File: src/rtl/alu_pkg.sv
// Shared ALU definitions: operand width and 4-bit opcodes used by the
// datapath ALU and by every block that borrows it.
package alu_pkg;

  localparam int ALU_WIDTH = 32;

  localparam logic [3:0] ALU_OP_AND = 4'b0000;
  localparam logic [3:0] ALU_OP_OR  = 4'b0001;
  localparam logic [3:0] ALU_OP_ADD = 4'b0010;
  localparam logic [3:0] ALU_OP_SUB = 4'b0110;

endpackage : alu_pkg

File: src/rtl/alu_mul_seq.sv
// Multi-cycle unsigned shift-and-add multiplier (low WIDTH bits of A*B).
// Owns no adder: it drives the shared ALU through ALU_Operation/Data1/Data2
// and consumes ALU_result/ZERO in the same cycle. Additions accumulate the
// partial product; idle OR cycles test whether any multiplier bits remain.
module alu_mul_seq
  import alu_pkg::*;
#(
  parameter int         WIDTH  = ALU_WIDTH,
  parameter logic [3:0] OP_AND = ALU_OP_AND,
  parameter logic [3:0] OP_OR  = ALU_OP_OR,
  parameter logic [3:0] OP_ADD = ALU_OP_ADD
) (
  input  logic             clk,
  input  logic             rst,
  input  logic             start,
  input  logic [WIDTH-1:0] Multiplicand,
  input  logic [WIDTH-1:0] Multiplier,
  output logic             busy,
  output logic             done,
  output logic [WIDTH-1:0] Product,
  output logic [3:0]       ALU_Operation,
  output logic [WIDTH-1:0] Data1,
  output logic [WIDTH-1:0] Data2,
  input  logic [WIDTH-1:0] ALU_result,
  input  logic             ZERO
);

  localparam int               CW   = $clog2(WIDTH);
  localparam logic [CW-1:0]    LAST = CW'(WIDTH - 1);

  typedef enum logic [1:0] {
    S_IDLE = 2'd0,
    S_RUN  = 2'd1,
    S_DONE = 2'd2
  } state_e;

  state_e           state_q, state_d;
  logic [WIDTH-1:0] m_q, m_d;          // shifted multiplicand
  logic [WIDTH-1:0] q_q, q_d;          // remaining multiplier bits
  logic [WIDTH-1:0] acc_q, acc_d;      // running partial product
  logic [CW-1:0]    count_q, count_d;  // RUN cycles completed
  logic [WIDTH-1:0] product_q, product_d;

  assign Product = product_q;

  // State register and datapath registers.
  // NOTE: every register here is a handful of flops, not a memory array, so
  // all of them take the asynchronous reset; that also makes a reset in RUN
  // discard the operation and clear Product immediately.
  always_ff @(posedge clk or posedge rst) begin
    if (rst) begin
      state_q   <= S_IDLE;
      m_q       <= '0;
      q_q       <= '0;
      acc_q     <= '0;
      count_q   <= '0;
      product_q <= '0;
    end else begin
      // NOTE: non-blocking assignments so every register samples the
      // pre-edge value of the others, independent of statement order.
      state_q   <= state_d;
      m_q       <= m_d;
      q_q       <= q_d;
      acc_q     <= acc_d;
      count_q   <= count_d;
      product_q <= product_d;
    end
  end

  // Next-state, datapath updates and ALU drive.
  always_comb begin
    // NOTE: every output of this block is assigned a default first so no
    // path through the case statement can infer a latch.
    state_d       = state_q;
    m_d           = m_q;
    q_d           = q_q;
    acc_d         = acc_q;
    count_d       = count_q;
    product_d     = product_q;
    ALU_Operation = OP_AND;
    Data1         = '0;
    Data2         = '0;
    busy          = 1'b0;
    done          = 1'b0;

    unique case (state_q)
      S_IDLE: begin
        if (start) begin
          m_d     = Multiplicand;
          q_d     = Multiplier;
          acc_d   = '0;
          count_d = '0;
          state_d = S_RUN;
        end
      end

      S_RUN: begin
        busy = 1'b1;
        if (q_q[0]) begin
          // Current multiplier bit set: add the shifted multiplicand.
          ALU_Operation = OP_ADD;
          Data1         = acc_q;
          Data2         = m_q;
          acc_d         = ALU_result;
        end else begin
          // Bit clear: use the ALU to ask whether any higher bits remain.
          ALU_Operation = OP_OR;
          Data1         = {1'b0, q_q[WIDTH-1:1]};
          Data2         = '0;
        end
        m_d     = m_q << 1;
        q_d     = q_q >> 1;
        count_d = count_q + CW'(1);
        if ((!q_q[0] && ZERO) || (count_q == LAST)) begin
          product_d = acc_d;
          state_d   = S_DONE;
        end
      end

      S_DONE: begin
        done    = 1'b1;
        state_d = S_IDLE;
      end

      default: state_d = S_IDLE;
    endcase
  end

endmodule : alu_mul_seq

File: config.mk
export PLATFORM = sky130hd
export DESIGN_NAME = alu_mul_seq
export DESIGN_NICKNAME = d
export VERILOG_FILES = /design/src/rtl/alu_pkg.sv /design/src/rtl/alu_mul_seq.sv
export SDC_FILE = /design/constraint.sdc
export NUM_CORES = 1
export LEC_CHECK = 0
export CORE_ASPECT_RATIO = 0.75
export CORE_MARGIN = 1
export CORE_UTILIZATION = 48
export DETAILED_ROUTE_END_ITERATION = 8
export PLACE_DENSITY = 0.9
export SYNTH_ARGS = -nofsm -noshare
export SYNTH_HDL_FRONTEND = slang
export SYNTH_SLANG_ARGS = --single-unit
export TNS_END_PERCENT = 10
File: constraint.sdc
create_clock -name clk -period 5 [get_ports clk]
set_input_delay 1 -clock clk [delete_from_list [all_inputs] [get_ports clk]]
set_output_delay 1 -clock clk [all_outputs]
set_load 0.1 [all_outputs]
==> flow_metrics.py <==
metrics = {
    "die": {
        "num_rows": 38,
        "pin_count": 202,
        "initial_core_util": 0.491,
        "core_area_sq_um": 14500,
        "die_w_microns": 142,
        "dieArea_sq_um": 15300,
        "die_y_microns": 107,
    },
    "timing": {
        "setup_tns_ns": 0,
        "drv_slew": 0,
        "setup_viol": 0,
        "finalHoldViolations": 0,
        "fin_ws_ns": 0.878,
        "fin_crit_sh": 0.824,
        "clock_skew_ns": 0.0100,
        "worst-slew-pin-transition_ns": 1.04,
        "max_freq_mhz": 243,
        "post-route-min-period_ns": 4.12,
        "hold_ws_ns": 0.486,
        "rsz0062_at_grt": "no",
        "relSlewSlack": 0.304,
    },
    "hold_path": {
        "hp-class": "reg -> reg",
        "min_path_cells": 1,
        "whs_endpoint": "Product[5]",
        "worstHoldStart": "Product[5]",
    },
    "detailed_routing": {
        "dr_total_vias": 6074,
        "avgViaCountPerCell": 5.75,
        "wl_per_cell_microns": 18.8,
        "wl_microns": 19800,
        "drt_drc_violations_left": 0,
        "drt-initial-drc-count": 378,
        "ant_nets": 0,
        "drt_pass1_iterations": 5,
    },
    "finish": {
        "fillers": 1136,
        "syn_to_final_growth_pct": 35.8,
        "drive_above_1_share": 0.160,
        "fin_area_sq_um": 9630,
        "num_antenna_cells": 0,
        "fin_nets": 945,
    },
    "clock_network": {
        "clockBufferDepth": 2,
        "ctsHoldBuffers": 0,
        "clk_latency_ns": 0.41,
        "postCtsSetupRepairBufs": 0,
        "numCtsBuffers": 17,
        "root_buffer": "clkbuf_16",
        "cts_sinks": 135,
        "cts_max_level": 4,
        "cts_resized": 0,
        "cts_tree": "done",
        "cts.clk_slew.worst_paths_ns": 0.06,
    },
    "critical_path": {
        "reg2reg_depth": 4,
        "cp_data_arrival_time_ns": 3.12,
        "crit_fanout": 67,
        "start_kind": "flip-flop",
        "crit_type": "reg -> out",
        "r2r-start": "q_q[0]",
        "rrSetupSlack_ns": 2.41,
        "rr_endpoint": "Product[22]",
        "crit_path_end_kind": "output pin",
        "critPathRequiredTime_ns": 4.00,
    },
    "global_routing": {
        "use_met2": 0.413,
        "grt_max_degree": 107,
        "grt_pass1_vias": 5790,
        "antenna_found_initial": 0,
        "grt_use_met3": 0.0609,
        "top_usage_layer": "met2",
        "grt_overflow_total": 0,
        "use_met1": 0.363,
        "grt_pass1_wl_microns": 31000,
        "grtUsageTotal": 0.262,
    },
    "placed_design": {
        "placed_cell_area_sq_um": 9020,
        "place_ws_ns": 1.37,
        "port_buffers": 199,
        "hpwl_microns": 12200,
        "gp_congestion": 0.781,
    },
    "yosys": {
        "synthTopCellsByArea": "dfrtp_1 (48%), mux2_2 (8.1%), a22oi_1 (6.5%)",
        "synthesis.area_sq_um": 7090,
        "ys_types": 29,
        "synth_top_flop_cell": "dfrtp_1",
        "syn_avg_cell_area_sq_um": 10.4,
        "postSynth.asyncResetShare": 1.00,
        "ys_ff_latch": 135,
        "synth_edf_count": 0,
        "yosysSeqAreaShare": 0.476,
        "yosys.area.top_type": "dfrtp_1",
        "ys_warn_count": 0,
        "netlist_instances": 680,
        "synth_top_area_frac": 0.476,
    },
    "flow_run": {
        "maxCapViolCount": 0,
    },
    "run_status": {
        "outcome": "finished clean",
    },
}
[sequential cells by signal (all words and copies together), names as in the netlist]
signal and flops:
Product 32, q_q 32, state_q 2, acc_q 32
m_q 32, count_q 5
[synthesized netlist by cell type, types with 5 or more instances]
library cell  count
buf_2            17
buf_4             5
nor2_1           32
a21oi_1          65
buf_6             8
and3_1           34
nor2b_1          65
a22oi_1          61
nand2_1           6
mux2_1           13
dfrtp_1         135
clkbuf_1         37
o21ai_0          65
mux2_2           51
a22o_1           35
mux2i_1          32
[critical path, cell delays in order, from the launching register on]
cell             delay [ns]
dfrtp_4                1.07
mux2i_1                0.23
nor2_1                 0.15
clkdlybuf4s50_1        1.16
[cell type report]
| type | count | area, sq um | area share |
|---|---|---|---|
| multi-input combinational | 476 | 3360 | 0.349 |
| clock inverter | 13 | 169 | 0.0175 |
| tap | 200 | 250 | 0.0260 |
| timing repair buffer | 210 | 2010 | 0.208 |
| inverter | 3 | 16.3 | 0.00169 |
| sequential | 135 | 3380 | 0.351 |
| clock buffer | 19 | 443 | 0.0460 |
[how the worst max path moves through the flow]
stage	from	endpoint	slack (ns)	depth (start not counted)
global route	q_q[0]	Data1[19]	0.80	3
floorplan	rst	Product[0]	0.39	1
finish	q_q[0]	Data1[19]	0.88	3
CTS	q_q[0]	Data1[19]	0.91	3
detailed placement	q_q[0]	Data1[19]	1.37	3
global placement	q_q[0]	Data1[28]	1.43	3
[cells in the final DEF (no fill, tap or decap), drive strengths merged]
master / n
nor2: 32
o311ai: 1
a21o: 1
and2: 1
o21bai: 1
nor2b: 65
o21ai: 65
and3: 34
clkbuf: 19
conb: 2
bufinv: 3
mux2i: 32
clkinv: 2
a21oi: 66
a22oi: 61
a22o: 35
ha: 2
mux2: 64
and3b: 1
nand3: 3
buf: 47
clkinvlp: 4
nand2: 6
clkdlybuf4s50: 163
nand2b: 4
inv: 7
dfrtp: 135
[stage by stage]
step,std cells,util
6_report,1056,0.666
5_1_grt,1056,0.666
2_1_floorplan,681,-
4_1_cts,1056,0.666
3_5_place_dp,1024,0.624
3_3_place_gp,1024,0.624
[routing by layer]
layer	share of wire	up-vias
met2	0.47	248
met1	0.45	3018
li1	-	2790
met5	0	-
met4	0.010	0
met3	0.069	18
[cell families after synthesis]
| kind of cell | after synthesis | share of synthesized area |
|---|---|---|
| muxes | 96 | 0.147 |
| other | 1 | 0.000529 |
| DFF | 135 | 0.476 |
| buffers and inverters | 70 | 0.0512 |
| adders and majority gates | 2 | 0.00353 |
| and+or+nand+nor | 146 | 0.116 |
| AOI/OAI and AO/OA | 230 | 0.205 |
Power is left out: the tool's default activity adds up to more than one toggle a clock period on the data nets, which glitch-free logic cannot reach.
